**config.mk**
```make
export PLATFORM = sky130hd
export DESIGN_NAME = bloom_cfg_loader
export DESIGN_NICKNAME = d
export VERILOG_FILES = /design/src/rtl/bloom_cfg_pkg.sv /design/src/rtl/bloom_cfg_wdog.sv /design/src/rtl/bloom_cfg_loader.sv
export SDC_FILE = /design/constraint.sdc
export NUM_CORES = 1
export LEC_CHECK = 0
export CORE_AREA = 8 8 111 113
export DETAILED_ROUTE_END_ITERATION = 10
export DIE_AREA = 0 0 119 121
export DONT_BUFFER_PORTS = 1
export GPL_TIMING_DRIVEN = 0
export HOLD_SLACK_MARGIN = 0.12
export PLACE_DENSITY = 0.73
export SYNTH_ARGS = -nofsm -noshare
export SYNTH_HDL_FRONTEND = slang
export SYNTH_SLANG_ARGS = --single-unit
```
**constraint.sdc**
```tcl
create_clock -name clk_i -period 3.5 [get_ports clk_i]
set_input_delay 0.7 -clock clk_i [delete_from_list [all_inputs] [get_ports clk_i]]
set_output_delay 0.7 -clock clk_i [all_outputs]
set_load 0.005 [all_outputs]
```
**src/rtl/bloom_cfg_pkg.sv**
```systemverilog
// Shared definitions for the Bloom-filter configuration loader: op encoding,
// FSM state encoding, legal string-length bounds and a length-check helper.
package bloom_cfg_pkg;

    typedef enum logic [1:0] {
        OP_CLEAR = 2'd0,
        OP_SET   = 2'd1,
        OP_UNSET = 2'd2,
        OP_RSVD  = 2'd3
    } cfg_op_e;

    typedef enum logic [2:0] {
        ST_IDLE     = 3'd0,
        ST_CHK      = 3'd1,
        ST_WR_WAIT  = 3'd2,
        ST_WR_STB   = 3'd3,
        ST_CLR_STB  = 3'd4,
        ST_CLR_WAIT = 3'd5,
        ST_FIN      = 3'd6
    } cfg_state_e;

    localparam int MIN_S_DEF = 4;
    localparam int MAX_S_DEF = 16;

    function automatic logic len_legal(input logic [4:0] len, input int min_s, input int max_s);
        return (int'(len) >= min_s) && (int'(len) <= max_s);
    endfunction

endpackage

```
**src/rtl/bloom_cfg_wdog.sv**
```systemverilog
// Clear-completion watchdog: down-counter reloaded by clr_i, expires when it
// reaches zero while enabled (LIMIT enabled cycles after the last clear).
module bloom_cfg_wdog
    import bloom_cfg_pkg::*;
#(
    parameter int LIMIT = 4096
) (
    input  logic clk_i,
    input  logic rst_n_i,
    input  logic en_i,
    input  logic clr_i,
    output logic expired_o
);

    localparam int CW = (LIMIT > 1) ? $clog2(LIMIT) : 1;
    localparam logic [CW-1:0] LOAD = CW'(LIMIT - 1);

    logic [CW-1:0] cnt_q;

    always_ff @(posedge clk_i or negedge rst_n_i) begin
        if (!rst_n_i) begin
            cnt_q <= LOAD;
        end else if (clr_i) begin
            cnt_q <= LOAD;
        end else if (en_i && (cnt_q != '0)) begin
            cnt_q <= cnt_q - CW'(1);
        end
    end

    assign expired_o = en_i && (cnt_q == '0);

endmodule

```
**src/rtl/bloom_cfg_loader.sv**
```systemverilog
// Bloom-filter configuration loader: accepts CLEAR/SET/UNSET commands and
// sequences them onto the filter. Define BLOOM_CFG_LOADER_TIMEOUT_EN to add a clear watchdog.
//
// state    | meaning
// IDLE     | ready for a command
// CHK      | validate registered command
// WR_WAIT  | hold write fields until filter ready_i
// WR_STB   | one-cycle write strobe
// CLR_STB  | one-cycle full-clear strobe
// CLR_WAIT | wait for full_clr_done_i (optionally watchdog-limited)
// FIN      | done pulse, count completed writes
module bloom_cfg_loader
    import bloom_cfg_pkg::*;
#(
    parameter int HASH_CNT    = 10,
    parameter int HASH_WIDTH  = 12,
    parameter int MIN_S       = MIN_S_DEF,
    parameter int MAX_S       = MAX_S_DEF,
    parameter int TIMEOUT_CYC = 4096
) (
    input  logic                           clk_i,
    input  logic                           rst_n_i,
    input  logic                           cmd_val_i,
    output logic                           cmd_ready_o,
    input  logic [1:0]                     cmd_op_i,
    input  logic [4:0]                     cmd_str_len_i,
    input  logic [HASH_CNT*HASH_WIDTH-1:0] cmd_hash_i,
    input  logic [HASH_CNT-1:0]            cmd_hash_mask_i,
    output logic [4:0]                     str_len_o,
    output logic [HASH_CNT*HASH_WIDTH-1:0] hash_o,
    output logic [HASH_CNT-1:0]            hash_mask_val_o,
    output logic                           wr_data_o,
    output logic                           wr_stb_o,
    output logic                           full_clr_stb_o,
    input  logic                           ready_i,
    input  logic                           full_clr_done_i,
    output logic                           done_o,
    output logic                           err_o,
    output logic [15:0]                    wr_cnt_o
);

    localparam logic [2:0] IDLE     = ST_IDLE;
    localparam logic [2:0] CHK      = ST_CHK;
    localparam logic [2:0] WR_WAIT  = ST_WR_WAIT;
    localparam logic [2:0] WR_STB   = ST_WR_STB;
    localparam logic [2:0] CLR_STB  = ST_CLR_STB;
    localparam logic [2:0] CLR_WAIT = ST_CLR_WAIT;
    localparam logic [2:0] FIN      = ST_FIN;

    logic [2:0]                     state_q, state_d;
    logic                           rdy_en_q;
    logic [1:0]                     op_q;
    logic [4:0]                     str_len_q;
    logic [HASH_CNT*HASH_WIDTH-1:0] hash_q;
    logic [HASH_CNT-1:0]            mask_q;
    logic [15:0]                    wr_cnt_q;
    logic                           accept;
    logic                           cmd_illegal;
    logic                           wdog_expired;

    assign accept      = cmd_val_i && cmd_ready_o;
    assign cmd_illegal = (op_q == OP_RSVD) ||
                         ((op_q != OP_CLEAR) && !len_legal(str_len_q, MIN_S, MAX_S));

`ifdef BLOOM_CFG_LOADER_TIMEOUT_EN
    logic wdog_en;
    logic wdog_clr;

    assign wdog_en  = (state_q == CLR_WAIT);
    assign wdog_clr = (state_q != CLR_WAIT);

    bloom_cfg_wdog #(
        .LIMIT (TIMEOUT_CYC)
    ) u_wdog (
        .clk_i     (clk_i),
        .rst_n_i   (rst_n_i),
        .en_i      (wdog_en),
        .clr_i     (wdog_clr),
        .expired_o (wdog_expired)
    );
`else
    logic unused_timeout;

    assign unused_timeout = (TIMEOUT_CYC > 0);
    assign wdog_expired   = 1'b0;
`endif

    always_comb begin
        state_d = state_q;
        case (state_q)
            IDLE:     if (accept) state_d = CHK;
            CHK: begin
                if (cmd_illegal)            state_d = IDLE;
                else if (op_q == OP_CLEAR)  state_d = CLR_STB;
                else                        state_d = WR_WAIT;
            end
            WR_WAIT:  if (ready_i) state_d = WR_STB;
            WR_STB:   state_d = FIN;
            CLR_STB:  state_d = CLR_WAIT;
            // a done arriving on the expiry cycle still completes the clear
            CLR_WAIT: begin
                if (full_clr_done_i)   state_d = FIN;
                else if (wdog_expired) state_d = IDLE;
            end
            FIN:      state_d = IDLE;
            default:  state_d = IDLE;
        endcase
    end

    always_ff @(posedge clk_i or negedge rst_n_i) begin
        if (!rst_n_i) begin
            state_q  <= IDLE;
            rdy_en_q <= 1'b0;
        end else begin
            state_q  <= state_d;
            rdy_en_q <= 1'b1;
        end
    end

    always_ff @(posedge clk_i or negedge rst_n_i) begin
        if (!rst_n_i) begin
            op_q      <= '0;
            str_len_q <= '0;
            hash_q    <= '0;
            mask_q    <= '0;
        end else if (accept) begin
            op_q      <= cmd_op_i;
            str_len_q <= cmd_str_len_i;
            hash_q    <= cmd_hash_i;
            mask_q    <= cmd_hash_mask_i;
        end
    end

    always_ff @(posedge clk_i or negedge rst_n_i) begin
        if (!rst_n_i) begin
            wr_cnt_q <= '0;
        end else if ((state_q == FIN) && (op_q != OP_CLEAR) && (wr_cnt_q != 16'hFFFF)) begin
            wr_cnt_q <= wr_cnt_q + 16'd1;
        end
    end

    // reset holds cmd_ready_o low; it rises on the first edge after release
    assign cmd_ready_o     = (state_q == IDLE) && rdy_en_q;
    assign str_len_o       = str_len_q;
    assign hash_o          = hash_q;
    assign hash_mask_val_o = mask_q;
    assign wr_data_o       = (op_q == OP_SET);
    assign wr_stb_o        = (state_q == WR_STB);
    assign full_clr_stb_o  = (state_q == CLR_STB);
    assign done_o          = (state_q == FIN);
    assign err_o           = ((state_q == CHK) && cmd_illegal) ||
                             ((state_q == CLR_WAIT) && !full_clr_done_i && wdog_expired);
    assign wr_cnt_o        = wr_cnt_q;

endmodule

```
==> reports/qor.yml <==
finish:
  fillerInstances: 795
  fin_nets: 552
  multiInputGateArea_sq_um: 2070
  seq_area_sq_um: 3930
  area_delta_synth_final_pct: 12.5
  final_layout_size_suffix_gt1_frac: 0.367
floorplanning:
  core_sq_um: 10600
  fp.dieH_um: 121
  rows: 38
  die_w_um: 119
  die-area_sq_um: 14400
  io_pins: 299
  start_util: 0.574
sta:
  tns_ps: 0
  period_needed_ps: 2480
  fmax_mhz: 403
  final-max-slew-violation-count: 0
  timing_hold_violations_final: 157
  setup_violations: 0
  fin_skew_ps: 16.5
  worstMarginPinSlew_ps: 559
  rsz0062_at_grt: "false"
  fin_crit_sh: 0.709
  hold_slack_ps: -128
  slew_headroom: 0.627
synthesis:
  yosysUniqueCellTypes: 33
  synth-seq-area-share: 0.646
  synth_edf_count: 0
  syn_area_sq_um: 6080
  avgSynthCellArea_sq_um: 15.6
  synth_fp_nets: 533
  synth-seq-cells: 157
  ys.warnings.count: 0
  ys.flop_type: "dfrtp_1"
  synthArstFlopShare: 1.00
  syn_inst: 390
power_and_ir_drop:
  p_per_area_nw_per_um2: 932
  ir_drop_mv: 0.525
  power.leakage_nw: 3.10
  p_total_w: 0.00638
outcome:
  violations: "hold timing"
  outcome: "finished, violations left"
hold_path:
  hold_class: "primary input to async pin"
detailed_routing:
  vias_per_cell: 5.88
  vias: 3307
  drtIter0Drc: 196
  routedWlPerCell_um: 26.6
  drt_first_pass_iters: 4
  routed_wirelength_um: 15000
  route.detailed.drc: 0
  postRouteAntennaNets: 0
cts:
  htreeDepth: 4
  cts_setup_buffers: 0
  cts_buffer_depth: 2
  clock-sinks: 157
  cts-buffers-inserted: 17
  cts-root-buf: "clkbuf_8"
  clk_latency_ps: 530
  tritoncts: "built"
  cts_resized: 0
  path_clk_slew_ps: 60
setup_path:
  cp_max_fo: 6
  reg2reg_depth: 5
  critPathLaunchType: "flop"
  crit_required_ps: 2800
  critical_path_class: "flop to output port"
  r2r-end: "hash_o[107]$_DFFE_PN0P_"
  setup.worst_path.end_class: "output port"
  r2r_slack_ps: 1350
  worst-endpoint-arrival_ps: 1780
  r2r_start: "state_q[0]$_DFFE_PN0P_"
flow_run:
  cap_viol_max_count: 0
grt:
  overflow: 0
  grt_pass1_vias: 3640
  grt_max_degree: 158
  grt_antenna_before_repair: 3
  grt_first_pass_wirelength_um: 22600
  grt_use_total: 0.209
place:
  portBuffers: 0
  place.gp.congestion: 0.800
  dp_hpwl_um: 11400
-- worst max path at each step --
| stage | endpoint | start |
|---|---|---|
| floorplan | wr_cnt_o[12]$_DFFE_PN0P_ | wr_cnt_o[0]$_DFFE_PN0P_ |
| global placement | str_len_o[2]$_DFFE_PN0P_ | cmd_val_i |
| detailed placement | hash_o[116]$_DFFE_PN0P_ | cmd_val_i |
| CTS | err_o | op_q[1]$_DFFE_PN0P_ |
| global route | err_o | op_q[1]$_DFFE_PN0P_ |
| finish | err_o | op_q[1]$_DFFE_PN0P_ |
-- sequential cells by signal (all words and copies together), names as in the netlist --
| signal | cells |
|---|---|
| str_len_o | 5 |
| hash_mask_val_o | 10 |
| op_q | 2 |
| wr_cnt_o | 16 |
| state_q | 3 |
| rdy_en_q | 1 |
| hash_o | 120 |
-- report_power, final --
group,switching (W),internal [W]
logic,0.000401,0.000721
clock network,0.000663,0.00113
registers,0.000802,0.00266
total,0.00187,0.00451
-- cell type report --
type / instances / area share
tap: 140 / 0.0256
sequential: 157 / 0.574
inverter: 3 / 0.00165
clock buffer: 23 / 0.0682
multi-input combinational: 215 / 0.302
buffer: 15 / 0.0106
clock inverter: 7 / 0.0165
antenna: 2 / 0.000732
-- through the flow --
| step | worst slack (ps) | hold WS (ps) | util | cells | cell area (sq um) |
|---|---|---|---|---|---|
| 3_3_place_gp | 1310 | 409 | 0.590 | 530 | 6260 |
| 4_1_cts | 971 | -167 | 0.645 | 560 | 6840 |
| 6_report | 1020 | -128 | 0.645 | 562 | 6840 |
| 3_5_place_dp | 1280 | 409 | 0.590 | 530 | 6260 |
| 2_1_floorplan | 1620 | 404 | - | 390 | 6080 |
| 5_1_grt | 927 | -166 | 0.645 | 562 | 6840 |
-- cells by family (layout without fill, tap and decap cells) --
kind of cell | count (synthesis) | count (layout) | share of synthesized area
XOR/XNOR | 15 | 15 | 0.0216
adder cells (fa/ha/maj) | 1 | 1 | 0.00206
flip-flops | 157 | 157 | 0.646
buffers and inverters | 18 | 48 | 0.0138
AND/OR/NAND/NOR | 49 | 49 | 0.0481
AO/OA/AOI/OAI | 10 | 10 | 0.0105
multiplexers | 139 | 139 | 0.257
other | 1 | 3 | 0.000617
-- synth_stat cells (2+ instances only) --
| cell type | number | share of area |
|---|---|---|
| mux2_1 | 29 | 0.054 |
| nor3_1 | 6 | 0.0049 |
| o21ai_1 | 2 | 0.0016 |
| nor4b_2 | 2 | 0.0049 |
| xor2_1 | 14 | 0.020 |
| nor4_1 | 3 | 0.0031 |
| nand4_1 | 5 | 0.0051 |
| buf_2 | 13 | 0.011 |
| clkbuf_1 | 2 | 0.0012 |
| a21oi_1 | 2 | 0.0016 |
| mux2_2 | 110 | 0.20 |
| inv_1 | 3 | 0.0019 |
| nand3_1 | 4 | 0.0033 |
| nor3b_1 | 3 | 0.0037 |
| dfrtp_1 | 157 | 0.65 |
| nor2_1 | 12 | 0.0074 |
| nand2_1 | 7 | 0.0043 |
-- placed cells by master (no fill, tap or decap), types with 2 or more instances in the layout --
master     synthesis  routed
a21oi_1            2       2
buf_2             13      13
bufinv_16          0       3
clkbuf_1           2       5
clkbuf_16          0      16
clkbuf_8           0       4
clkinv_2           0       3
dfrtp_1          157     157
diode_2            0       2
inv_1              3       3
mux2_1            29      29
mux2_2           110     110
nand2_1            7       7
nand3_1            4       4
nand4_1            5       5
nor2_1            12      12
nor3_1             6       6
nor3b_1            3       3
nor4_1             3       3
nor4b_2            2       2
o21ai_1            2       2
xor2_1            14      14
-- worst max-delay path: stages (launching register included) --
cell and delay [ps]:
dfrtp_1 470, nor2_1 140, a211o_1 280, a211oi_1 380
-- metal layers --
layer	vias up	part of all wire	track usage
met3	25	0.12	0.114
met4	2	0.019	0.0964
li1	1416	-	-
met2	179	0.54	0.363
met1	1685	0.32	0.200
met5	-	0.00053	0
Note: power is estimated with default switching activity, not from simulation.
